==> src/rtl/data_ram_ctrl.sv <==
// Parametrised single-port data RAM for the CPU data path.
// Registered read with a valid strobe, range-checked accesses, and a zero-fill
// sequencer that sweeps the whole array after reset or on ClearReq.
module data_ram_ctrl #(
    parameter int unsigned DATA_W = 16,
    parameter int unsigned ADDR_W = 16,
    parameter int unsigned DEPTH  = 64,
    parameter int unsigned CNT_W  = $clog2(DEPTH)
) (
    input  logic              CLK,
    input  logic              RST,
    input  logic [ADDR_W-1:0] DataAddress,
    input  logic              MemWrite,
    input  logic              MemRead,
    input  logic [DATA_W-1:0] DataIn,
    input  logic              ClearReq,
    output logic [DATA_W-1:0] DataOut,
    output logic              DataValid,
    output logic              AddrErr,
    output logic              Busy
);

    // One extra bit so DEPTH == 2**ADDR_W still compares correctly.
    localparam logic [ADDR_W:0]  DepthLimit = (ADDR_W + 1)'(DEPTH);
    localparam logic [CNT_W-1:0] LastIdx    = CNT_W'(DEPTH - 1);

    typedef enum logic {StClear, StReady} state_e;

    state_e            r_state;
    state_e            w_state_next;
    logic [CNT_W-1:0]  r_clr_cnt;
    logic [CNT_W-1:0]  w_clr_cnt_next;
    logic [DATA_W-1:0] r_mem [DEPTH];
    logic [DATA_W-1:0] r_data_out;
    logic              r_data_valid;
    logic              r_addr_err;

    logic              w_in_range;
    logic [CNT_W-1:0]  w_idx;
    logic              w_mem_we;
    logic [CNT_W-1:0]  w_mem_addr;
    logic [DATA_W-1:0] w_mem_wdata;
    logic              w_rd_hit;
    logic              w_rd_miss;
    logic              w_acc_err;

    assign w_in_range = {1'b0, DataAddress} < DepthLimit;
    // Only used when w_in_range holds, so the upper address bits are zero.
    assign w_idx      = DataAddress[CNT_W-1:0];

    // State register and clear counter.
    always_ff @(posedge CLK) begin
        if (RST) begin
            r_state   <= StClear;
            r_clr_cnt <= '0;
        end else begin
            r_state   <= w_state_next;
            r_clr_cnt <= w_clr_cnt_next;
        end
    end

    // Next-state, memory write port selection and access decode.
    always_comb begin
        w_state_next   = r_state;
        w_clr_cnt_next = r_clr_cnt;
        w_mem_we       = 1'b0;
        w_mem_addr     = r_clr_cnt;
        w_mem_wdata    = '0;
        w_rd_hit       = 1'b0;
        w_rd_miss      = 1'b0;
        w_acc_err      = 1'b0;
        if (RST) begin
            w_state_next   = StClear;
            w_clr_cnt_next = '0;
        end else begin
            unique case (r_state)
                StClear: begin
                    w_mem_we = 1'b1;
                    if (r_clr_cnt == LastIdx) begin
                        w_state_next   = StReady;
                        w_clr_cnt_next = '0;
                    end else begin
                        w_clr_cnt_next = r_clr_cnt + CNT_W'(1);
                    end
                end
                StReady: begin
                    if (ClearReq) begin
                        // Clear wins; any same-cycle access is dropped.
                        w_state_next   = StClear;
                        w_clr_cnt_next = '0;
                    end else if (w_in_range) begin
                        w_mem_we    = MemWrite;
                        w_mem_addr  = w_idx;
                        w_mem_wdata = DataIn;
                        w_rd_hit    = MemRead;
                    end else begin
                        w_rd_miss = MemRead;
                        w_acc_err = MemRead | MemWrite;
                    end
                end
                default: begin
                    w_state_next   = StClear;
                    w_clr_cnt_next = '0;
                end
            endcase
        end
    end

    // Storage array; no reset, contents defined by the clear sweep.
    always_ff @(posedge CLK) begin
        if (w_mem_we) begin
            r_mem[w_mem_addr] <= w_mem_wdata;
        end
    end

    // Registered read data and one-cycle status strobes.
    always_ff @(posedge CLK) begin
        if (RST) begin
            r_data_out   <= '0;
            r_data_valid <= 1'b0;
            r_addr_err   <= 1'b0;
        end else begin
            r_data_valid <= w_rd_hit | w_rd_miss;
            r_addr_err   <= w_acc_err;
            if (w_rd_hit) begin
                // Write-first on a simultaneous read/write.
                r_data_out <= MemWrite ? DataIn : r_mem[w_idx];
            end else if (w_rd_miss) begin
                r_data_out <= '0;
            end
        end
    end

    assign DataOut   = r_data_out;
    assign DataValid = r_data_valid;
    assign AddrErr   = r_addr_err;
    assign Busy      = (r_state == StClear);

endmodule

==> config.mk <==
export PLATFORM = sky130hd
export DESIGN_NAME = data_ram_ctrl
export DESIGN_NICKNAME = d
export VERILOG_FILES = /design/src/rtl/data_ram_ctrl.sv
export SDC_FILE = /design/constraint.sdc
export NUM_CORES = 1
export LEC_CHECK = 0
export ABC_CLOCK_PERIOD_IN_PS = 4100
export BUFFER_PORTS_ARGS = -buffer_cell sky130_fd_sc_hd__buf_2
export CAP_MARGIN = 40
export CORE_UTILIZATION = 30
export CTS_CLUSTER_SIZE = 10
export DETAILED_ROUTE_END_ITERATION = 7
export HOLD_SLACK_MARGIN = 0.03
export SYNTH_ARGS = -nofsm -noshare
export SYNTH_HDL_FRONTEND = slang
export SYNTH_SLANG_ARGS = --single-unit
==> constraint.sdc <==
create_clock -name CLK -period 4.1 [get_ports CLK]
set_input_delay 0.615 -clock CLK [delete_from_list [all_inputs] [get_ports CLK]]
set_output_delay 0.615 -clock CLK [all_outputs]
set_load 0.02 [all_outputs]
=== After elaboration in Yosys (flattened, before gate mapping) ===
Memory sizes are Yosys's and may differ from the RTL's.
Cells that the tools add are included.

* Add/sub/neg operators: 1
* Multipliers: 0
* Div/mod/pow operators: 0
* Order comparisons: 1
* Equal/unequal tests: 2
* Shift operators: 0
* Muxes and demuxes: 31
* Bitwise operators: 3
* Reduce and logical (&&, ||, !) cells: 2

{| class="wikitable"
|+ Operators by type and width
! cell !! number
|-
| $mux W16 || 7
|-
| $mux W6 || 6
|-
| $lt A16 B7 Y1 const B || 1
|-
| $mux W1 || 15
|-
| $pmux W6 S2 || 1
|-
| $add A6 B1 Y6 const B || 1
|-
| $eq A6 B6 Y1 const B || 1
|-
| $pmux W1 S2 || 2
|-
| $reduce_or A4 Y1 || 1
|-
| $ne A2 B2 Y1 const B || 1
|-
| $or A1 B1 Y1 || 2
|-
| $reduce_bool A2 Y1 || 1
|-
| $not A1 Y1 || 1
|}

* Bits in registers: 25
* Bits in latches: 0
* Bits in writable memories: 1024
* ROM bits: 0
* Input bits: 37
* Output and inout port bits: 19
* Memories: 1

{| class="wikitable"
|+ Memories
! memory !! words !! bits a word !! rd ports !! clocked after memory_dff !! wr ports !! line !! RTL
|-
| r_mem || 64 || 16 || 1 || 0 || 1 || 33 || <nowiki>logic [DATA_W-1:0] r_mem [DEPTH];</nowiki>
|}

=== Longest topological paths before layout ===
Gate-level depths: netlist of the first run.

* Depth after elaboration: 7
* Gate-level depth with buffers: 10
* Mapped depth without buffers: 6

=== Least setup slack after synthesis of the first run ===
OpenSTA, ideal clock, no wires.

* Path type: input to register
* From: in RST
* To: mem r_mem[0][2], data pin
* Library setup time: 0.500 ns
* Arrival time: 3.113 ns
* Slack: 0.488 ns
* Stages on the path: 5
* Buffers on the path: 2
* Cell sequence: clkbuf_1 -> nor3b_1 -> nand4_1 -> clkbuf_1 -> nor2_1

* Longest elaborated chain between the ends: 1

{| class="wikitable"
|+ RTL lines
! element !! line !! RTL
|-
| start, declared || 11 || <nowiki>input logic RST,</nowiki>
|-
| $mux W16 || 72 || <nowiki>if (RST) begin</nowiki>
|-
| net w_mem_wdata[2] || 42 || <nowiki>logic [DATA_W-1:0] w_mem_wdata;</nowiki>
|-
| end, declared || 33 ||
|}

The timed path passes the listed nets, and every way through them passes these cells.

=== Worst setup path after layout of the first run ===
* From: reg r_state
* To: mem r_mem[42][8] (enable)

* Longest elaborated chain between the ends: 5
* Elaborated cells on any way between the ends: 7

{| class="wikitable"
|+ RTL lines
! element !! line !! RTL
|-
| start, declared || 29 || <nowiki>state_e r_state;</nowiki>
|-
| start signal, assigned || 54 || <nowiki>r_state <= StClear;</nowiki>
|-
| start signal, assigned || 57 || <nowiki>r_state <= w_state_next;</nowiki>
|-
| $not A1 Y1 || n/a ||
|-
| $pmux W1 S2 || 76 || <nowiki>unique case (r_state)</nowiki>
|-
| $mux W1 || 72 ||
|-
| $mux W1 || 111 || <nowiki>if (w_mem_we) begin</nowiki>
|-
| $mux W1 (implied by the code) || 112 || <nowiki>r_mem[w_mem_addr] <= w_mem_wdata;</nowiki>
|}

Parallel ways exist; a longest one is shown, timed or not.

==> results of run 1 <==
cells in the mapped netlist (2+ instances only):
cell | number | area, sq um
edfxtp_1 | 1024 | 30750
mux4_2 | 265 | 5968
nor2_1 | 78 | 292.8
mux2i_1 | 64 | 640.6
clkbuf_1 | 49 | 183.9
nand2_1 | 40 | 150.1
buf_2 | 25 | 125.1
dfxtp_1 | 25 | 500.5
mux2_2 | 24 | 270.3
a211oi_1 | 20 | 150.1
nor3_1 | 20 | 100.1
o22ai_1 | 17 | 106.4
and2_1 | 15 | 93.84
or3_1 | 14 | 87.58
a221oi_1 | 13 | 113.9
a22o_1 | 13 | 113.9
buf_4 | 13 | 97.59
o32ai_1 | 13 | 113.9
nor2b_1 | 12 | 75.07
nand4_1 | 11 | 68.82
buf_6 | 10 | 112.6
a31oi_1 | 8 | 50.05
inv_1 | 8 | 30.03
o21ai_0 | 8 | 40.04
a2111oi_0 | 6 | 52.55
a21oi_1 | 6 | 30.03
buf_1 | 6 | 22.52
nand3_1 | 6 | 30.03
nor4_1 | 6 | 37.54
nand2b_1 | 5 | 31.28
nand3b_1 | 4 | 30.03
o31ai_1 | 3 | 22.52
a211o_1 | 2 | 17.52
a41oi_1 | 2 | 17.52
nor4_2 | 2 | 25.02
or3b_2 | 2 | 17.52
through the flow:
step | cells | hold slack (ps) | util [%] | instance area, sq um
4_1_cts | 3902 | 227.3 | 35.29 | 47280
5_1_grt | 3903 | 264.0 | 35.30 | 47280
2_1_floorplan | 1854 | 491.2 | - | 40690
3_3_place_gp | 3715 | 491.4 | 32.82 | 43970
6_report | 3904 | 275.0 | 35.30 | 47290
3_5_place_dp | 3719 | 500.3 | 32.84 | 44000
cells in the final DEF, fill, tap and decap left out, types with 11 or more instances in the layout:
cell,netlist,layout
mux2i_1,64,64
nor3_1,20,20
o32ai_1,13,13
and2_2,0,14
mux2_2,24,24
clkbuf_16,0,119
buf_12,0,17
nand2_1,40,40
a22o_1,13,13
dfxtp_1,25,25
edfxtp_1,1024,1024
buf_2,25,52
o22ai_1,17,17
nor2b_1,12,12
a211oi_1,20,20
buf_4,13,129
nor2_1,78,76
mux4_2,265,265
a221oi_1,13,13
nand4_1,11,11
or3_1,14,14
clkbuf_1,49,52
area by class of cell:
class / instances / area (sq um)
clock buffer: 174 / 3214
multi-input combinational: 693 / 8901
timing repair buffer: 200 / 1599
tap: 1768 / 2212
clock inverter: 9 / 70.07
inverter: 9 / 33.78
antenna: 2 / 5.005
fill: 12222 / 86680
sequential: 1049 / 31250
routing by layer:
layer / wire length (um) / up-vias / GRT usage (%)
met1: 42630 / 10611 / 20.49
met3: 8355 / 142 / 3.192
met5: 29 / - / 0
li1: - / 8277 / -
met2: 47920 / 799 / 23.16
met4: 2025 / 6 / 3.489
cells by family (layout without fill, tap and decap cells):
logic type | Yosys count | after routing
DFF | 1049 | 1049
buffers and inverters | 112 | 392
muxes | 353 | 353
and+or+nand+nor | 222 | 222
adders and majority gates | 1 | 1
other | 0 | 2
AOI/OAI and AO/OA | 117 | 117
sequential cells by signal (all words and copies together), names as in the netlist:
signal     count
r_clr_cnt      6
AddrErr        1
r_state        1
DataOut       16
r_mem       1024
DataValid      1
power by group through the flow:
stage               logic, W  registers [W]  clock network [W]
global route        0.000634         0.0116            0.00975
detailed placement  0.000610         0.0119                  0
CTS                 0.000611         0.0116            0.00937
floorplan           0.000395         0.0119                  0
finish              0.000605         0.0116            0.00918
global placement    0.000602         0.0119                  0
worst paths after layout:
check / slack, ps / startpoint / to / cells after the start
max reg2reg: 500 / r_state / r_mem[42][8] / 8
min reg2reg: 520 / DataOut[2] / DataOut[2] / 2
max: 500 / r_state / r_mem[42][8] / 8
min: 280 / ClearReq / r_state / 2
==> impl_metrics.yaml, run 1 <==
synthesis:
  synthAdderAreaFrac_pct: 0.03075
  ys_seq_elements: 1049
  ys_warn_count: 0
  synth_top_family_by_area: "multiplexers"
  async_flop_share_pct: 0
  avgSynthCellArea_sq_um: 21.95
  synth-edff-count: 1024
  synth_nets: 1892
  synthXorXnorAreaFrac_pct: 0
  yosysSeqAreaShare_pct: 76.79
  synth_compound_area_share_pct: 2.168
  synthMuxAreaShare_pct: 16.90
  ys.flop_type: "edfxtp_1"
  synth_simple_gate_area_share_pct: 2.690
  synth_cell_types: 51
  syn_inst: 1854
  synthesis.area_sq_um: 40690
setup_path:
  crit_path_frequent_cell: "buf_4"
  cp_data_arrival_time_ps: 3940
  cp_slowest_stage_delay_ps: 710
  cp.required_ps: 4430
  critPathMaxFanout: 21
  startpoint_type: "flop"
  end_kind: "flop"
  crit_path_top_delay_cell: "nand4_1"
  path_cells: "nor3b_1, buf_4, and4_1, buf_4, mux2_2, nand4_1, nor2_1, buf_4"
  crit_buf_inv: 3
  worstSetupPathType: "flop to flop"
  critPathTopFamily: "simple AND/OR/NAND/NOR gates"
floorplan:
  coreArea_sq_um: 134000
  die_area_sq_um: 137100
  start_util_pct: 30.38
  fp-row-count: 134
  ios: 56
  dieHeight_um: 370.3
  die_w_um: 370.3
layout:
  area_growth_pct: 16.20
  layout.nets: 2108
  drive_gt1_share_pct: 29.90
grt:
  gr-total-overflow: 0
  antenna_found_initial: 10
  grt_pass1_wl_mm: 146.1
  grt_max_degree: 75
  grt_usage_pct: 14.64
  grt_pass1_vias: 20249
placement:
  place.gp.congestion: 0.8368
  hpwlAfterDp_mm: 62.92
  numPortBuffers: 55
  post-place-ws_ps: 324.6
power:
  power_density_nw_per_um2: 453.1
  peakVddDrop_v: 0.0003563
  power_frac_seq_pct: 54.3
  p_leak_nw: 17.19
  p_comb_share_pct: 2.8
  p_int_w: 0.01718
  p_sw_w: 0.004242
  swShare_pct: 19.80
  total_power_w: 0.02142
  clkPwrFrac_pct: 42.9
run_status:
  status: "finished clean"
routing:
  route.vias.total: 19835
  wl_mm: 101.0
  dr.pass1.iters: 6
  drc: 0
  wl_per_cell_um: 25.86
  vias_per_cell: 5.081
  drt_iter0_drc: 2355
  postRouteAntennaNets: 0
hold_path:
  hp-class: "input pin to flop"
clocking:
  htreeDepth: 3
  post-cts-setup-buffer-count: 0
  cts.sinks: 1049
  max-clock-path-buffers: 3
  clk_pin_slew_ps: 50
  cts-root-buf: "clkbuf_16"
  cts.repair.resized: 0
  cts_buffers: 117
  ctsHoldBuffers: 0
  cts_tree: "built"
  insertion_delay_ps: 660
timing:
  tightest_slew_ps: 923.1
  finalMaxSlewViolations: 0
  finalCritPeriodShare_pct: 87.81
  finalSetupViolations: 0
  fin_skew_ps: 27.53
  hold_viol_final: 0
  finalSetupTns_ps: 0
  relSlewSlack_pct: 36.87
  rsz0062_at_grt: "no"
  fin_crit_ps: 3600
  fmax_mhz: 277.7
  layout_setup_ws_ps: 499.6
flow_run:
  drv_cap: 0
(Power assumes the default switching activity.)
==> run 2, diff against run 1 <==
--- a/config.mk
+++ b/config.mk
@@ -15,3 +15,4 @@
 export SYNTH_ARGS = -nofsm -noshare
 export SYNTH_HDL_FRONTEND = slang
 export SYNTH_SLANG_ARGS = --single-unit
+export TNS_END_PERCENT = 20
==> constraint.sdc (replaced) <==
create_clock -name CLK -period 4.1 [get_ports CLK]
set_input_delay 0.205 -clock CLK [delete_from_list [all_inputs] [get_ports CLK]]
set_output_delay 0.205 -clock CLK [all_outputs]
set_load 0.02 [all_outputs]
==> impl_metrics.yaml, run 2 (synthesis results as in run 1) <==
run_status:
  status: "finished clean"
setup_path:
  worstSetupPathType: "flop to flop"
  r2r_cells: 7
  rrSetupSlack_ps: 800
  worstReg2RegStart: "r_state"
  startpoint_type: "flop"
  cp.required_ps: 4450
  cp_data_arrival_time_ps: 3650
  r2r-end: "r_mem[48][9]"
  critPathMaxFanout: 16
  end_kind: "flop"
routing:
  wl_per_cell_um: 25.60
  drc: 0
  postRouteAntennaNets: 0
  drt_iter0_drc: 2299
  dr.pass1.iters: 5
  vias_per_cell: 5.070
  wl_mm: 99.42
  route.vias.total: 19691
placement:
  placed_cell_area_sq_um: 43920
  place.gp.congestion: 0.8519
  hpwlAfterDp_mm: 61.59
  numPortBuffers: 55
timing:
  hold_viol_final: 0
  rsz0062_at_grt: "no"
  tightest_slew_ps: 984.4
  fin_crit_ps: 3300
  relSlewSlack_pct: 34.38
  finalCritPeriodShare_pct: 80.48
  fin_skew_ps: 32.07
  finalSetupTns_ps: 0
  finalSetupViolations: 0
  fmax_mhz: 303.1
  finalMaxSlewViolations: 0
layout:
  layout.nets: 2098
  fin_area_sq_um: 47240
  area_growth_pct: 16.09
  final_common_cell: "edfxtp_1"
  regMostFlops: "r_mem"
  layout_common_cells: "edfxtp_1, mux4_2, clkbuf_16"
  drive_gt1_share_pct: 29.50
  largest_register_ffs: 1024
clocking:
  cts-root-buf: "clkbuf_16"
  cts_buffers: 117
  clk_pin_slew_ps: 60
  cts_tree: "built"
  cts.sinks: 1049
  max-clock-path-buffers: 3
  htreeDepth: 3
  cts.repair.resized: 0
  insertion_delay_ps: 680
  post-cts-setup-buffer-count: 0
hold_path:
  whs_path_depth: 3
  hold_end: "DataValid"
  hold_start: "MemRead"
  hp-class: "input pin to flop"
floorplan:
  fp-row-count: 134
  dieHeight_um: 370.3
  coreArea_sq_um: 134000
  die_area_sq_um: 137100
  ios: 56
  die_w_um: 370.3
  start_util_pct: 30.38
grt:
  grt_max_degree: 67
  grt_pass1_wl_mm: 143.7
  gr-total-overflow: 0
  grt_pass1_vias: 20190
  grt_usage_pct: 14.40
  antenna_found_initial: 5
power:
  p_int_w: 0.01716
  p_leak_nw: 17.15
  p_sw_w: 0.004213
  p_comb_share_pct: 2.8
  power_frac_seq_pct: 54.4
  peakVddDrop_v: 0.0003621
  power_density_nw_per_um2: 452.4
  clkPwrFrac_pct: 42.8
  swShare_pct: 19.71
flow_run:
  drv_cap: 0
## run 2: timing repair
action	CTS	global route
setup endpoints to repair	0	0
hold endpoints to repair	6	0
hold buffers	7	0
## run 2: how the worst max path moves through the flow
stage / startpoint / endpoint / slack, ps / cells past startpoint
after floorplan: r_state / r_mem[0][2] / 840 / 5
after global placement: DataAddress[0] / DataOut[9] / 100 / 7
after detailed placement: DataAddress[0] / DataOut[4] / 680 / 8
after CTS: r_state / r_mem[43][10] / 880 / 7
after global routing: r_state / r_mem[48][8] / 600 / 7
final: r_state / r_mem[48][9] / 800 / 7
## run 2: per-layer routing
layer  wire [um]  global-route usage (%)  vias up
met2       48610                   23.45      788
met4        2260                   4.061        4
met5          27                       0        -
met3        7672                   3.036      123
met1       40860                   19.40    10518
li1            -                       -     8258
## run 2: layout make-up
class	count	area, sq um
diodes	1	2.502
clock buffers	162	3149
clock inverters	12	97.59
fillers	12167	86720
inverters	9	33.78
multi-input cells	693	8916
flip-flops and latches	1049	31250
well taps	1768	2212
repair buffers	190	1579
## run 2: worst max-delay path, cell delays in order, from the launching register on
cell and delay (ps):
dfxtp_1 510, nor3b_1 230, buf_4 170, and4_1 380, mux2i_1 390, nand4_1 610
nor2_1 320, buf_4 340
## run 2: stage by stage
stage / power [W] / std cells / hold slack [ps] / setup slack [ps] / util (%)
finish: 0.02137 / 3884 / 68.99 / 800.4 / 35.26
global route: 0.02196 / 3884 / 46.65 / 596.0 / 35.26
CTS: 0.02154 / 3883 / 31.35 / 884.1 / 35.26
detailed placement: 0.01245 / 3702 / 501.1 / 684.7 / 32.79
global placement: 0.01244 / 3698 / 496.6 / 97.52 / 32.74
floorplan: 0.01225 / 1854 / 304.6 / 843.2 / -
## run 2: power groups by stage
stage | logic [W] | registers [W] | clock network, W
6_report | 0.000589 | 0.0116 | 0.00915
5_1_grt | 0.000621 | 0.0116 | 0.00971
4_1_cts | 0.000599 | 0.0116 | 0.00931
3_5_place_dp | 0.000593 | 0.0119 | 0
3_3_place_gp | 0.000586 | 0.0119 | 0
2_1_floorplan | 0.000395 | 0.0119 | 0
==> run 3, diff against run 2 <==
--- a/config.mk
+++ b/config.mk
@@ -5,7 +5,7 @@
 export SDC_FILE = /design/constraint.sdc
 export NUM_CORES = 1
 export LEC_CHECK = 0
-export ABC_CLOCK_PERIOD_IN_PS = 4100
+export ABC_CLOCK_PERIOD_IN_PS = 3200
 export BUFFER_PORTS_ARGS = -buffer_cell sky130_fd_sc_hd__buf_2
 export CAP_MARGIN = 40
 export CORE_UTILIZATION = 30
==> constraint.sdc (replaced) <==
create_clock -name CLK -period 3.2 [get_ports CLK]
set_input_delay 0.16 -clock CLK [delete_from_list [all_inputs] [get_ports CLK]]
set_output_delay 0.16 -clock CLK [all_outputs]
set_load 0.02 [all_outputs]
==> impl_metrics.yaml, run 3 (synthesis results as in run 1) <==
clocking:
  cts.sinks: 1049
  cts_buffers: 116
  clk_pin_slew_ps: 60
  insertion_delay_ps: 670
  cts_tree: "built"
  htreeDepth: 3
  max-clock-path-buffers: 3
  cts-root-buf: "clkbuf_16"
placement:
  place.gp.congestion: 0.8760
  numPortBuffers: 55
  placed_cell_area_sq_um: 44370
  hpwlAfterDp_mm: 62.04
routing:
  wl_mm: 101.0
  dr.pass1.iters: 5
  route.vias.total: 19996
  vias_per_cell: 5.082
  wl_per_cell_um: 25.67
  drc: 0
  drt_iter0_drc: 2128
  postRouteAntennaNets: 0
layout:
  layout_common_cells: "edfxtp_1, mux4_2, buf_4"
  area_growth_pct: 17.25
  largest_register_ffs: 1024
  regMostFlops: "r_mem"
  multi_input_area_sq_um: 8905
  layout.nets: 2134
  drive_gt1_share_pct: 30.33
  fillers: 12150
  seq_area_sq_um: 31250
  fin_area_sq_um: 47710
  final_common_cell: "edfxtp_1"
floorplan:
  coreArea_sq_um: 134000
  fp-row-count: 134
  dieHeight_um: 370.3
  start_util_pct: 30.38
  die_w_um: 370.3
  die_area_sq_um: 137100
  ios: 56
grt:
  grt_max_degree: 65
  grt_pass1_wl_mm: 145.7
  gr-total-overflow: 0
  grt_usage_pct: 14.65
  grt_pass1_vias: 20713
  antenna_found_initial: 4
setup_path:
  cp.required_ps: 3550
  end_kind: "flop"
  worstSetupPathType: "flop to flop"
  r2r-end: "r_mem[49][4]"
  critPathMaxFanout: 16
  rrSetupSlack_ps: 180
  r2r_cells: 7
  cp_data_arrival_time_ps: 3370
  startpoint_type: "flop"
  worstReg2RegStart: "r_state"
timing:
  relSlewSlack_pct: 31.46
  finalSetupTns_ps: 0
  fin_skew_ps: 26.48
  fmax_mhz: 331.3
  finalMaxSlewViolations: 0
  hold_viol_final: 0
  fin_crit_ps: 3019
  finalSetupViolations: 0
  tightest_slew_ps: 1002
  rsz0062_at_grt: "no"
  finalCritPeriodShare_pct: 94.34
hold_path:
  hp-class: "input pin to flop"
  whs_path_depth: 3
  hold_start: "DataAddress[2]"
  hold_end: "DataOut[2]"
power:
  p_leak_nw: 17.35
  power_density_nw_per_um2: 573.4
  peakVddDrop_v: 0.0004699
run_status:
  status: "finished clean"
flow_run:
  drv_cap: 0
-- run 3: final cells by class --
type | count | share of cell area [%]
flip-flops and latches | 1049 | 65.50
multi-input cells | 693 | 18.66
clock buffers | 179 | 6.624
well taps | 1768 | 4.636
repair buffers | 227 | 4.345
clock inverters | 9 | 0.1600
inverters | 9 | 0.07080
diodes | 1 | 0.005245
-- run 3: how the worst max path moves through the flow --
| stage | start | endpoint | slack (ps) |
|---|---|---|---|
| after floorplan | r_state | r_mem[0][2] | -60 |
| after global placement | DataAddress[14] | r_mem[42][5] | -110 |
| after detailed placement | DataAddress[14] | r_mem[34][7] | -220 |
| after CTS | r_state | r_mem[34][7] | 60 |
| after global routing | r_state | r_mem[49][14] | 6 |
| final | r_state | r_mem[49][4] | 180 |
-- run 3: power by group --
group / leakage (nW) / switching (W) / internal (W)
Combinational: 3.94 / 0.000477 / 0.000327
Clock: 1.55 / 0.00496 / 0.00669
Sequential: 11.9 / 0.0000122 / 0.0149
Total: 17.4 / 0.00544 / 0.0219
-- run 3: timing repair --
| item | in CTS | in global routing |
|---|---|---|
| resized for setup | 0 | 2 |
| buffers inserted | 0 | 4 |
| hold endpoints to repair | 6 | 0 |
| setup endpoints to repair | 0 | 384 |
| hold buffers | 7 | 0 |
-- run 3: worst max-delay path, cell delays in order (launching register included) --
cell	delay (ps)
dfxtp_1	320
nor3b_1	200
buf_4	170
and4_2	340
mux2i_1	350
nand4_1	670
nor2_1	330
buf_4	310
-- run 3: routing by layer --
metal	part of all wire (%)	up-vias	global-route usage (%)
li1	-	8348	-
met1	42	10718	19.84
met2	48	777	23.48
met3	7.5	151	3.264
met4	2.4	2	4.363
met5	0.019	-	0
-- run 3: stage by stage --
stage | worst slack [ps] | cells | hold slack, ps | util [%] | total power (W)
finish | 181.3 | 3935 | 107.6 | 35.62 | 0.02736
global route | 5.500 | 3934 | 89.30 | 35.62 | 0.02813
CTS | 57.94 | 3930 | 70.46 | 35.59 | 0.02757
floorplan | -56.79 | 1854 | 259.6 | - | 0.01569
detailed placement | -216.7 | 3735 | 468.9 | 33.12 | 0.01599
global placement | -108.4 | 3734 | 480.2 | 33.12 | 0.01598
